===== src/rtl/move_scheduler_pkg.sv =====
// Command codes, scheduler state encoding and fixed-priority pick, shared with game control.
package tetris_pkg;

  localparam logic [2:0] CMD_NONE    = 3'd0;
  localparam logic [2:0] CMD_LEFT    = 3'd1;
  localparam logic [2:0] CMD_RIGHT   = 3'd2;
  localparam logic [2:0] CMD_ROTATE  = 3'd3;
  localparam logic [2:0] CMD_GRAVITY = 3'd4;

  typedef enum logic [1:0] {
    ST_IDLE  = 2'd0,
    ST_ISSUE = 2'd1,
    ST_HALT  = 2'd2
  } sched_state_e;

  // Pending bit i belongs to command code i+1; GRAVITY > ROTATE > LEFT > RIGHT.
  function automatic logic [2:0] pick_cmd(input logic [3:0] pend);
    if (pend[3]) return CMD_GRAVITY;
    if (pend[2]) return CMD_ROTATE;
    if (pend[0]) return CMD_LEFT;
    if (pend[1]) return CMD_RIGHT;
    return CMD_NONE;
  endfunction

endpackage


===== src/rtl/move_scheduler_if.sv =====
// Single valid/ready command channel from the move scheduler to game control.
// cmd is stable while cmd_valid is high and cmd_ready is low.
interface move_scheduler_if;
  logic       cmd_valid;
  logic       cmd_ready;
  logic [2:0] cmd;

  modport master (output cmd_valid, output cmd, input cmd_ready);
  modport slave  (input cmd_valid, input cmd, output cmd_ready);
endinterface


===== src/rtl/move_scheduler_repeat_timer.sv =====
// Key edge detect plus DAS delay/rate auto-repeat; fire_o is a same-cycle request pulse.
// No backpressure: the parent coalesces fire_o into its pending flag.
module repeat_timer #(
  parameter int DAS_DELAY = 15_000_000,
  parameter int DAS_RATE  = 4_000_000
) (
  input  logic clk,
  input  logic rst,
  input  logic key_i,
  input  logic pause_i,
  input  logic cancel_i,
  output logic rise_o,
  output logic fire_o
);
  localparam int DW = (DAS_DELAY > 1) ? $clog2(DAS_DELAY) : 1;
  localparam int RW = (DAS_RATE > 1) ? $clog2(DAS_RATE) : 1;
  localparam logic [DW-1:0] DLY_LAST  = DW'(DAS_DELAY - 1);
  localparam logic [RW-1:0] RATE_LAST = RW'(DAS_RATE - 1);

  logic          key_q;
  logic          act_q, act_d;
  logic          rep_q, rep_d;
  logic [DW-1:0] dly_q, dly_d;
  logic [RW-1:0] rate_q, rate_d;

  assign rise_o = key_i & ~key_q;

  always_comb begin
    act_d  = act_q;
    rep_d  = rep_q;
    dly_d  = dly_q;
    rate_d = rate_q;
    fire_o = 1'b0;
    if (!key_i) begin
      act_d  = 1'b0;
      rep_d  = 1'b0;
      dly_d  = '0;
      rate_d = '0;
    end else if (!pause_i) begin
      // A cancelled press (both sides at once) never arms the timer.
      if (rise_o) begin
        act_d  = ~cancel_i;
        rep_d  = 1'b0;
        dly_d  = '0;
        rate_d = '0;
        fire_o = ~cancel_i;
      end else if (act_q && !rep_q) begin
        dly_d = dly_q + 1'b1;
        if (dly_d == DLY_LAST) begin
          rep_d  = 1'b1;
          fire_o = 1'b1;
        end
      end else if (rep_q) begin
        if (rate_q == RATE_LAST) begin
          rate_d = '0;
          fire_o = 1'b1;
        end else begin
          rate_d = rate_q + 1'b1;
        end
      end
    end
  end

  always_ff @(posedge clk or posedge rst) begin
    if (rst) begin
      key_q  <= 1'b0;
      act_q  <= 1'b0;
      rep_q  <= 1'b0;
      dly_q  <= '0;
      rate_q <= '0;
    end else begin
      key_q  <= key_i;
      act_q  <= act_d;
      rep_q  <= rep_d;
      dly_q  <= dly_d;
      rate_q <= rate_d;
    end
  end

endmodule


===== src/rtl/move_scheduler.sv =====
// Merges gravity, rotate and auto-repeated left/right into one command stream; SOFT_DROP_EN shortens gravity while key_down is held.
// cmd_valid rises one cycle after a request is pending and holds until cmd_ready; requests coalesce per source meanwhile.
module move_scheduler
  import tetris_pkg::*;
#(
  parameter int GRAVITY_TICKS   = 50_000_000,
  parameter int DAS_DELAY       = 15_000_000,
  parameter int DAS_RATE        = 4_000_000,
  parameter int SOFT_DROP_TICKS = 5_000_000
) (
  input  logic              clk,
  input  logic              rst,
  input  logic              key_left,
  input  logic              key_right,
  input  logic              key_up,
  input  logic              key_down,
  input  logic              pause,
  input  logic              fail,
  move_scheduler_if.master  cmd_if,
  output logic              halted
);
  localparam int GW = (GRAVITY_TICKS > 1) ? $clog2(GRAVITY_TICKS) : 1;
  localparam logic [GW-1:0] GRAV_TC = GW'(GRAVITY_TICKS - 1);

  sched_state_e  state_q, state_d;
  logic [2:0]    cmd_q, cmd_d, sel_cmd;
  logic [3:0]    pend_q, pend_d, pend_set, pend_clr;
  logic [GW-1:0] grav_q, grav_d, grav_tc;
  logic          grav_fire;
  logic          up_q;
  logic          rise_l, rise_r, fire_l, fire_r, cancel_lr;

`ifdef SOFT_DROP_EN
  localparam logic [GW-1:0] SOFT_TC = GW'(SOFT_DROP_TICKS - 1);
  assign grav_tc = key_down ? SOFT_TC : GRAV_TC;
`else
  logic soft_drop_unused;
  assign soft_drop_unused = key_down ^ (SOFT_DROP_TICKS == 0);
  assign grav_tc = GRAV_TC;
`endif

  // >= lets a shortened terminal count wrap at once when the count is already past it.
  always_comb begin
    grav_d    = grav_q;
    grav_fire = 1'b0;
    if (!pause) begin
      if (grav_q >= grav_tc) begin
        grav_d    = '0;
        grav_fire = 1'b1;
      end else begin
        grav_d = grav_q + 1'b1;
      end
    end
  end

  assign cancel_lr = rise_l & rise_r;

  repeat_timer #(.DAS_DELAY(DAS_DELAY), .DAS_RATE(DAS_RATE)) u_rep_left (
    .clk(clk), .rst(rst), .key_i(key_left), .pause_i(pause),
    .cancel_i(cancel_lr), .rise_o(rise_l), .fire_o(fire_l)
  );

  repeat_timer #(.DAS_DELAY(DAS_DELAY), .DAS_RATE(DAS_RATE)) u_rep_right (
    .clk(clk), .rst(rst), .key_i(key_right), .pause_i(pause),
    .cancel_i(cancel_lr), .rise_o(rise_r), .fire_o(fire_r)
  );

  assign pend_set = {grav_fire, key_up & ~up_q & ~pause, fire_r, fire_l};
  assign pend_d   = (pend_q & ~pend_clr) | pend_set;

  always_comb begin
    state_d  = state_q;
    cmd_d    = cmd_q;
    pend_clr = '0;
    sel_cmd  = pick_cmd(pend_q);
    case (state_q)
      ST_IDLE: begin
        if (!pause && (pend_q != 4'b0000)) begin
          state_d = ST_ISSUE;
          cmd_d   = sel_cmd;
          case (sel_cmd)
            CMD_LEFT:    pend_clr = 4'b0001;
            CMD_RIGHT:   pend_clr = 4'b0010;
            CMD_ROTATE:  pend_clr = 4'b0100;
            CMD_GRAVITY: pend_clr = 4'b1000;
            default:     pend_clr = 4'b0000;
          endcase
        end
      end
      ST_ISSUE: begin
        if (cmd_if.cmd_ready) begin
          state_d = ST_IDLE;
          cmd_d   = CMD_NONE;
        end
      end
      ST_HALT: cmd_d = CMD_NONE;
      default: begin
        state_d = ST_IDLE;
        cmd_d   = CMD_NONE;
      end
    endcase
    if (fail) begin
      state_d  = ST_HALT;
      cmd_d    = CMD_NONE;
      pend_clr = '0;
    end
  end

  always_ff @(posedge clk or posedge rst) begin
    if (rst) begin
      state_q <= ST_IDLE;
      cmd_q   <= CMD_NONE;
      pend_q  <= '0;
      grav_q  <= '0;
      up_q    <= 1'b0;
    end else begin
      state_q <= state_d;
      cmd_q   <= cmd_d;
      pend_q  <= pend_d;
      grav_q  <= grav_d;
      up_q    <= key_up;
    end
  end

  assign cmd_if.cmd_valid = (state_q == ST_ISSUE);
  assign cmd_if.cmd       = cmd_q;
  assign halted           = (state_q == ST_HALT);

endmodule


===== src/flat_wrapper.sv =====
// flat-port wrapper written by rule: the top's interface ports become plain ports
module move_scheduler_flat import tetris_pkg::*;
#(
  parameter int GRAVITY_TICKS   = 50_000_000,
  parameter int DAS_DELAY       = 15_000_000,
  parameter int DAS_RATE        = 4_000_000,
  parameter int SOFT_DROP_TICKS = 5_000_000
)
  (clk, rst, key_left, key_right, key_up, key_down, pause, fail, halted, cmd_if_cmd_valid, cmd_if_cmd, cmd_if_cmd_ready);
  move_scheduler_if cmd_if_i ();
  input  logic clk;
  input  logic rst;
  input  logic key_left;
  input  logic key_right;
  input  logic key_up;
  input  logic key_down;
  input  logic pause;
  input  logic fail;
  output logic halted;
  output wire logic [$bits(cmd_if_i.cmd_valid)-1:0] cmd_if_cmd_valid;
  output wire logic [$bits(cmd_if_i.cmd)-1:0] cmd_if_cmd;
  input wire logic [$bits(cmd_if_i.cmd_ready)-1:0] cmd_if_cmd_ready;
  assign cmd_if_cmd_valid = cmd_if_i.cmd_valid;
  assign cmd_if_cmd = cmd_if_i.cmd;
  assign cmd_if_i.cmd_ready = cmd_if_cmd_ready;
  move_scheduler #(.GRAVITY_TICKS(GRAVITY_TICKS), .DAS_DELAY(DAS_DELAY), .DAS_RATE(DAS_RATE), .SOFT_DROP_TICKS(SOFT_DROP_TICKS)) u_core (.clk(clk), .rst(rst), .key_left(key_left), .key_right(key_right), .key_up(key_up), .key_down(key_down), .pause(pause), .fail(fail), .cmd_if(cmd_if_i), .halted(halted));
endmodule

===== config.mk =====
export PLATFORM = sky130hd
export DESIGN_NAME = move_scheduler_flat
export DESIGN_NICKNAME = d
export VERILOG_FILES = /design/src/rtl/move_scheduler_pkg.sv /design/src/rtl/move_scheduler_if.sv /design/src/rtl/move_scheduler_repeat_timer.sv /design/src/rtl/move_scheduler.sv /design/src/flat_wrapper.sv
export SDC_FILE = /design/constraint.sdc
export NUM_CORES = 1
export LEC_CHECK = 0
export CAP_MARGIN = 20
export CORE_MARGIN = 5
export CORE_UTILIZATION = 60
export CTS_BUF_LIST = sky130_fd_sc_hd__clkbuf_2
export CTS_CLUSTER_DIAMETER = 80
export DETAILED_ROUTE_END_ITERATION = 7
export PLACE_DENSITY = 0.84
export SLEW_MARGIN = 20
export SYNTH_ARGS = -nofsm -noshare
export SYNTH_HDL_FRONTEND = slang
export SYNTH_SLANG_ARGS = --single-unit

===== constraint.sdc =====
create_clock -name clk -period 4.85 [get_ports clk]
set_input_delay 0.97 -clock clk [delete_from_list [all_inputs] [get_ports clk]]
set_output_delay 0.97 -clock clk [all_outputs]
set_load 0.005 [all_outputs]

# Word-level counts from Yosys, hierarchy flattened
# Cells that the tools add are included.
dict set report word_totals {
  ff_bits 134
  out_inout_bits 5
}
dict set report classes {
  addsub 5
  magnitude_cmp 1
  n_eq_ne 25
  mux 83
  n_bitwise 13
  n_reduce_logical 18
}
# op count
set ops {}
lappend ops {{$mux 22} 12}
lappend ops {{$mux 24} 8}
lappend ops {{$add 24x1->24 const B} 2}
lappend ops {{$eq 24x24->1 const B} 2}
lappend ops {{$add 22x1->22 const B} 2}
lappend ops {{$eq 22x22->1 const B} 2}
lappend ops {{$mux 1} 42}
lappend ops {{$mux 3} 11}
lappend ops {{$add 26x1->26 const B} 1}
lappend ops {{$ge 26x26->1 const B} 1}
lappend ops {{$mux 26} 1}
lappend ops {{$ne 3x1->1 const B} 6}
lappend ops {{$pmux 4 s4} 1}
lappend ops {{$reduce_and 3->1} 5}
lappend ops {{$mux 4} 3}
lappend ops {{$ne 3x2->1 const B} 4}
lappend ops {{$reduce_and 2->1} 5}
lappend ops {{$eq 3x2->1 const B} 2}
lappend ops {{$mux 2} 3}
lappend ops {{$ne 2x2->1 const B} 3}
lappend ops {{$pmux 2 s3} 1}
lappend ops {{$pmux 3 s2} 1}
lappend ops {{$and 1x1->1} 5}
lappend ops {{$not 1->1} 5}
lappend ops {{other kinds (12)} 17}

# Logic depth before layout (Yosys ltp)
# Gate-level depths: netlist of run 1.
dict set report depth {
  word_depth 19
  ltp_mapped 10
  ltp_nobuf 8
}

# Modules after synthesis
# Synthesis of run 1 repeated with hierarchy kept, for this count alone.
dict set report unflattened {
  cells_unflattened 894
  area_unflattened_um2 7754.9
}
# mod instances cells_per_inst area_per_inst_um2
set modules_own_cells {}
lappend modules_own_cells {{repeat_timer at u_core.u_rep_left} 1 344 2934.1}
lappend modules_own_cells {{repeat_timer at u_core.u_rep_right} 1 349 2929.1}
lappend modules_own_cells {move_scheduler 1 201 1891.8}

# Worst setup path after synthesis of run 1
# OpenSTA, ideal clock, no wires.
dict set report synth_path {
  kind {input-to-reg}
  from {input pause}
  to {register u_core.grav_q[21]}
  arrival_time_ns 2.326
  required_time_ns 4.713
  slack_ns 2.387
  path_stages 7
  n_path_buf 1
  path_cell_list {buf_2 -> nor4_2 -> nand4_1 -> nor3_2 -> nand3_1 -> xor2_1 -> nor2_1}
}
# item line
set synth_lines {}
lappend synth_lines {{start: declaration} flat_wrapper.sv:17} ;# input logic pause;
lappend synth_lines {{end signal: assignment} move_scheduler.sv:120} ;# grav_q <= grav_d;
lappend synth_lines {{end: declaration} move_scheduler.sv:28} ;# logic [GW-1:0] grav_q, grav_d, grav_tc;

# Worst setup path after layout of run 1
dict set report layout_path {
  from {input pause}
  to {register u_core.u_rep_left.dly_q[23]}
}
dict set report layout_between {
  elab_chain_cells 2
}
# item line
set layout_lines {}
lappend layout_lines {{$ne 2x2->1 (no source line)} --}
lappend layout_lines {{$reduce_and 2->1 (no source line)} --}
lappend layout_lines {{end signal: assignment} move_scheduler_repeat_timer.sv:75} ;# dly_q <= dly_d;
lappend layout_lines {{end: declaration} move_scheduler_repeat_timer.sv:23} ;# logic [DW-1:0] dly_q, dly_d;
# Every way passes these cells.
# A chain may end at the register's enable or synchronous reset.

==> run_results.csv, run 1 <==
group,metric,value,unit
outcome,status,"completed",
synth,ys_seq_area_frac,0.443,
placed_design,pre_cts_ws,0.998,ns
timing,fin_skew,0.0287,ns
worst_setup_path,cp_top_family,"buffers and inverters",
placed_design,gp_congestion,0.851,
die,die_area,15000,µm²
power,peakVddDrop,0.000170,V
timing,min_period,3.12,ns
timing,worst_slew_pin_slew,1.02,ns
drt,first_pass_iters,5,
power,total_power,1.98,mW
synth,ys_types,69,
synth,postSynthCellCount,868,
worst_setup_path,worstSetupPathType,"in -> reg",
clock_tree,postCtsSetupBuffers,0,
clock_tree,cts.repair.resized,0,
cells_and_area,areaGrowthSynthToFinish,6.02,%
cells_and_area,n_antenna_cell,0,
drt,vias,6315,
worst_setup_path,crit_slowest_cell,"clkdlybuf4s50_1",
cells_and_area,design_area,8020,µm²
worst_setup_path,path_depth,5,
global_route,grt_max_degree,80,
synth,syn_area,7570,µm²
worst_setup_path,max_stage_delay,0.93,ns
timing,hold_viol,0,
worst_setup_path,r2r_cells,8,
power,p_sw,0.543,mW
timing,period_share,0.644,
power,clockPowerShare,0.317,
cells_and_area,stdcell_count,1056,
min_path,min_delay_path_depth,1,
worst_setup_path,cp.required,5.47,ns
synth,synth_seq_cells,134,
worst_setup_path,path_cells,"clkdlybuf4s50_1 -> o21ai_0 -> nor2_1 -> nand3_1 -> o41ai_1",
synth,avgSynthCellArea,8.72,µm²
clock_tree,clk_path_buf_depth,2,
drt,drt_iter0_markers,563,
die,start_util,0.605,
clock_tree,clkTransAtPathRegs,0.21,ns
timing,rsz0062_at_grt,"no",
clock_tree,cts-htree-levels,4,
drt,wl_per_cell,14.3,µm
clock_tree,cts_sinks,134,
timing,maxSlewViolCount,0,
global_route,antenna_found_initial,0,
timing,slew_headroom,0.317,
synth,synth_top_cell_by_area,"dfrtp_1",
synth,synth-edff-count,0,
worst_setup_path,start_kind,"primary input",
min_path,worstHoldStart,"u_core.u_rep_left.rate_q[21]",
drt,antenna_left,0,
clock_tree,numCtsBuffers,17,
synth,netlist_top_cells_count,"dfrtp_1, nor2_1, nand2_1, o21ai_0, nand3_1",
power,p_int,1.43,mW
worst_setup_path,critPathBufInv,1,
synth,synthFlopType,"dfrtp_1",
placed_design,dpl.cell_count,1026,
global_route,grt_pass1_wl,26500,µm
power,switching_share,0.275,
worst_setup_path,critPathCaptureType,"flip-flop",
power,power.leakage,3.33,nW
drt,vias_per_cell,5.98,
timing,finalSetupViolCount,0,
global_route,grt_pass1_vias,5821,
drt,drc,0,
power,pwr_density_cell,246,nW/µm²
synth,ys.warnings.count,0,
die,core,12500,µm²
cells_and_area,fin_nets,889,
timing,fmax,320,MHz
worst_setup_path,startpoint,"pause",
timing,fin_setup_tns,0,ns
worst_setup_path,cp_max_fo,28,
drt,routed_wl,15100,µm
cells_and_area,final_util,0.641,
min_path,min_path_type,"reg -> reg",
cells_and_area,layout-drive-gt1-share,0.0701,
worst_setup_path,timing.rr.start,"u_core.u_rep_right.dly_q[0]",
synth,yosys-top-cells-area,"dfrtp_1, o21ai_0, xor2_1",
clock_tree,clk_latency,0.72,ns
clock_tree,cts_tree,"done",
timing,setup_slack,1.73,ns
die,die_w,122,µm
clock_tree,ctsHoldBuffers,0,
placed_design,dp_hpwl,10300,µm
global_route,grt_usage,0.216,
placed_design,place_area,7810,µm²
global_route,overflow,0,
synth,post-synth-top-count-cell,"dfrtp_1",
worst_setup_path,crit_arrival,3.74,ns
synth,synth_top_area_share,0.443,
die,fp.dieH,122,µm
clock_tree,cts.root.buffer_cell,"clkbuf_2",
timing,hold_ws,0.509,ns
synth,syn_nets,884,
power,share_seq_of_total_power,0.602,
synth,synthArstFlopShare,1.00,
die,io_pins,14,
job,maxCapViolCount,0,
die,rows,41,
power,comb_power_share,0.081,
placed_design,io_buffers,12,
==> metal layers <==
layer	vias to the layer above	GRT usage	share of wire
li1	3109	-	-
met1	3060	0.293	0.48
met2	123	0.348	0.47
met3	23	0.0539	0.038
met4	0	0.0595	0.012
met5	-	0	0
==> area by class of cell <==
cell class                 count  area, µm²
clock buffer                  19       95.1
timing repair buffer          20        180
clock inverter                11        111
fill                        1072       4490
multi-input combinational    680       3990
sequential                   134       3350
inverter                      20       80.1
tap                          172        215
==> path summary, 6_finish.rpt <==
kind	end	slack, ns
worst max-delay path	u_core.u_rep_left.dly_q[23]	1.73
worst min-delay path	u_core.u_rep_left.rate_q[21]	0.51
worst max register to register	u_core.pend_q[1]	2.29
worst min register to register	u_core.u_rep_left.rate_q[21]	0.51
max in group asynchronous	u_core.u_rep_left.dly_q[15]	3.23
min in group asynchronous	u_core.u_rep_left.rate_q[3]	0.73
==> power groups by stage <==
stage	clock network, mW	logic, mW	registers [mW]
finish	0.627	0.159	1.19
global route	0.691	0.182	1.20
CTS	0.644	0.161	1.19
detailed placement	0	0.160	1.21
global placement	0	0.155	1.21
floorplan	0	0.123	1.20
==> sequential cells by signal, indices dropped and copies added (netlist names), 2 cells and up <==
name and cells:
u_core.cmd_if.cmd 3, u_core.grav_q 26, u_core.pend_q 4, u_core.state_q 2
u_core.u_rep_left.dly_q 24, u_core.u_rep_left.rate_q 22, u_core.u_rep_right.dly_q 24, u_core.u_rep_right.rate_q 22
==> cells in the final DEF (no fill, tap or decap), types with 3 or more instances in the layout <==
master,count
ha_1,7
or3_1,8
a21oi_1,22
nor2b_1,5
a22o_1,5
and3_1,22
nand2b_1,10
buf_4,8
xnor2_1,28
o311ai_0,4
nor2_1,106
and4_1,5
xor2_1,49
nor4_1,8
clkbuf_2,19
o22ai_1,6
o31ai_1,11
nand2_1,96
nand4_1,26
clkdlybuf4s50_1,12
nor3_1,20
dfrtp_1,134
a21o_1,3
nor3_2,4
nor4_2,4
o41ai_1,4
o21ai_1,3
a31oi_1,8
and2_1,7
inv_1,19
or2_2,3
o21ai_0,90
clkinv_2,4
nand3_1,75
==> cell families (layout without fill, tap and decap cells) <==
| group | Yosys count | in the layout | share of synthesized area |
|---|---|---|---|
| adders and majority gates | 7 | 7 | 0.0116 |
| and+or+nand+nor | 420 | 420 | 0.285 |
| DFF | 134 | 134 | 0.443 |
| xor gates and xnor gates | 77 | 77 | 0.0891 |
| buffers and inverters | 54 | 70 | 0.0303 |
| AOI/OAI and AO/OA | 176 | 176 | 0.141 |
==> worst reg2reg max path, cell delays in order (launching register included) <==
cell and delay, ns:
dfrtp_1 0.44, ha_1 0.32, nand4_4 0.20, nor4_4 0.56
a31o_1 0.22, a21oi_1 0.09, nor3_2 0.25, a2111oi_1 0.09
a211o_1 0.31
(Power assumes the default switching activity.)
==> run 2: changes to the inputs <==
--- a/config.mk
+++ b/config.mk
@@ -7,11 +7,11 @@
 export LEC_CHECK = 0
 export CAP_MARGIN = 20
 export CORE_MARGIN = 5
-export CORE_UTILIZATION = 60
+export CORE_UTILIZATION = 59
 export CTS_BUF_LIST = sky130_fd_sc_hd__clkbuf_2
 export CTS_CLUSTER_DIAMETER = 80
 export DETAILED_ROUTE_END_ITERATION = 7
-export PLACE_DENSITY = 0.84
+export PLACE_DENSITY = 0.86
 export SLEW_MARGIN = 20
 export SYNTH_ARGS = -nofsm -noshare
 export SYNTH_HDL_FRONTEND = slang
==> constraint.sdc (replaced) <==
create_clock -name clk -period 2.7 [get_ports clk]
set_input_delay 0.54 -clock clk [delete_from_list [all_inputs] [get_ports clk]]
set_output_delay 0.54 -clock clk [all_outputs]
set_load 0.005 [all_outputs]
==> run 2 against run 1 <==
  * Critical path depth is 2 higher
  * Register-to-register slack worse by 2.0 ns
  * Sequential share of layout area is 1.2 points lower
  * Global-route usage is 0.68 points higher
  * Power is 90% higher
  * Die area is 1.6% higher
  * Clock skew is 0.00082 ns lower
  * Critical path type is now reg -> reg
==> run_results.csv, run 2 (synthesis results as in run 1) <==
group,metric,value,unit
die,rows,41,
drt,drc,0,
global_route,grt_max_degree,43,
drt,drt_iter0_markers,557,
cells_and_area,fin_nets,908,
worst_setup_path,cp.required,3.34,ns
timing,hold_ws,0.202,ns
clock_tree,cts.root.buffer_cell,"clkbuf_2",
cells_and_area,mostFrequentLayoutCells,"dfrtp_1, nor2_1, nand2_1, o21ai_0, nand3_1",
worst_setup_path,cp_top_family,"simple AND/OR/NAND/NOR gates",
outcome,status,"completed",
worst_setup_path,cp_max_fo,6,
worst_setup_path,critPathBufInv,0,
worst_setup_path,max_stage_delay,0.52,ns
die,fp.dieH,123,µm
global_route,antenna_found_initial,0,
die,die_w,123,µm
die,io_pins,14,
global_route,overflow,0,
timing,hold_viol,0,
placed_design,gp_congestion,0.838,
clock_tree,postCtsSetupBuffers,0,
timing,maxSlewViolCount,0,
cells_and_area,n_antenna_cell,0,
min_path,min_path_type,"in -> async",
placed_design,io_buffers,12,
drt,first_pass_iters,6,
die,core,12600,µm²
placed_design,dp_hpwl,10700,µm
worst_setup_path,timing.critical_path.mode_cell,"nand4_1",
timing,fmax,409,MHz
timing,worst_slew_pin_slew,1.04,ns
drt,vias,6462,
clock_tree,cts_tree,"done",
timing,rsz0062_at_grt,"no",
worst_setup_path,critPathCaptureType,"flip-flop",
job,maxCapViolCount,0,
worst_setup_path,worstSetupPathType,"reg -> reg",
power,power.leakage,3.46,nW
clock_tree,cts_sinks,134,
timing,min_period,2.45,ns
global_route,grt_pass1_wl,27700,µm
cells_and_area,areaGrowthSynthToFinish,9.24,%
drt,vias_per_cell,6.00,
timing,period_share,0.906,
power,pwr_density_cell,455,nW/µm²
timing,slew_headroom,0.303,
timing,fin_skew,0.0278,ns
die,start_util,0.600,
clock_tree,cts-htree-levels,4,
global_route,grt_pass1_vias,6040,
cells_and_area,final_common_cell,"dfrtp_1",
timing,fin_setup_tns,0,ns
cells_and_area,layout-drive-gt1-share,0.0906,
global_route,grt_usage,0.223,
cells_and_area,top_regs,"u_core.grav_q x26, u_core.u_rep_left.dly_q x24, u_core.u_rep_right.dly_q x24",
cells_and_area,fillerInstances,1047,
clock_tree,clk_path_buf_depth,2,
clock_tree,clkTransAtPathRegs,0.18,ns
worst_setup_path,path_cells,"ha_1 -> nand4_1 -> nor2_1 -> xnor2_1 -> a2111oi_0 -> nand4_1 -> a22oi_1",
drt,wl_per_cell,14.4,µm
cells_and_area,largest_reg_flops,26,
clock_tree,numCtsBuffers,17,
drt,routed_wl,15500,µm
worst_setup_path,start_kind,"flip-flop",
cells_and_area,regMostFlops,"u_core.grav_q",
timing,finalSetupViolCount,0,
drt,antenna_left,0,
die,die_area,15200,µm²
worst_setup_path,crit_slowest_cell,"a2111oi_0",
clock_tree,clk_latency,0.71,ns
power,peakVddDrop,0.000303,V
worst_setup_path,crit_arrival,3.08,ns
[run 2: power by group]
group	switching [mW]	internal (mW)
logic	0.191	0.114
clock network	0.714	0.605
registers	0.0705	2.07
[run 2: worst paths after layout]
path / startpoint / end / slack, ns / cells after the start
setup / recovery: u_core.u_rep_left.dly_q[1] / u_core.pend_q[0] / 0.25 / 7
hold / removal: rst / u_core.u_rep_left.rate_q[12] / 0.20 / 2
setup reg to reg: u_core.u_rep_left.dly_q[1] / u_core.pend_q[0] / 0.25 / 7
hold reg to reg: u_core.u_rep_left.dly_q[23] / u_core.u_rep_left.dly_q[23] / 0.50 / 1
max in group asynchronous: rst / u_core.u_rep_right.rate_q[16] / 1.82 / 3
min in group clk: key_up / u_core.up_q / 0.35 / 1
[run 2: area by class of cell]
class | instances | area (µm²) | share of cell area
clock buffer | 20 | 100 | 0.0121
clock inverter | 12 | 159 | 0.0192
inverter | 20 | 78.8 | 0.00954
multi-input combinational | 680 | 3990 | 0.482
sequential | 134 | 3360 | 0.406
tap | 172 | 215 | 0.0260
timing repair buffer | 39 | 373 | 0.0451
[run 2: metrics by stage]
step           instance area (µm²)  cells  power (mW)  utilization  setup slack, ns
2_1_floorplan                 7570    868        2.38            -            0.457
3_3_place_gp                  8010   1045        2.47        0.634            0.106
3_5_place_dp                  8010   1045        2.48        0.634            0.103
4_1_cts                       8260   1077        3.79        0.655            0.214
5_1_grt                       8270   1077        3.93        0.655           0.0256
6_report                      8270   1077        3.76        0.655            0.253
[run 2: worst register-to-register path, stage by stage, from the launching register on]
cell and delay (ns):
dfrtp_2 0.46, ha_1 0.27, nand4_1 0.23, nor2_1 0.32, xnor2_1 0.10, a2111oi_0 0.52, nand4_1 0.28, a22oi_1 0.20
[run 2: repair_timing]
action | CTS | global route
gates resized for setup | 0 | 2
hold buffers | 0 | 0
setup endpoints to repair | 0 | 1
hold endpoints to repair | 0 | 0
[run 2: routing by layer]
metal	vias to the layer above	track usage	share of wire
met2	139	0.357	0.47
met4	0	0.0644	0.014
met3	31	0.0544	0.041
li1	3155	-	-
met5	-	0	0
met1	3137	0.303	0.48
==> run 3: changes to the inputs <==
--- a/config.mk
+++ b/config.mk
@@ -12,7 +12,6 @@
 export CTS_CLUSTER_DIAMETER = 80
 export DETAILED_ROUTE_END_ITERATION = 7
 export PLACE_DENSITY = 0.86
-export SLEW_MARGIN = 20
 export SYNTH_ARGS = -nofsm -noshare
 export SYNTH_HDL_FRONTEND = slang
 export SYNTH_SLANG_ARGS = --single-unit
==> results of run 3 <==
Same layout as run 2: the final DEF is identical, and so are final timing and power.
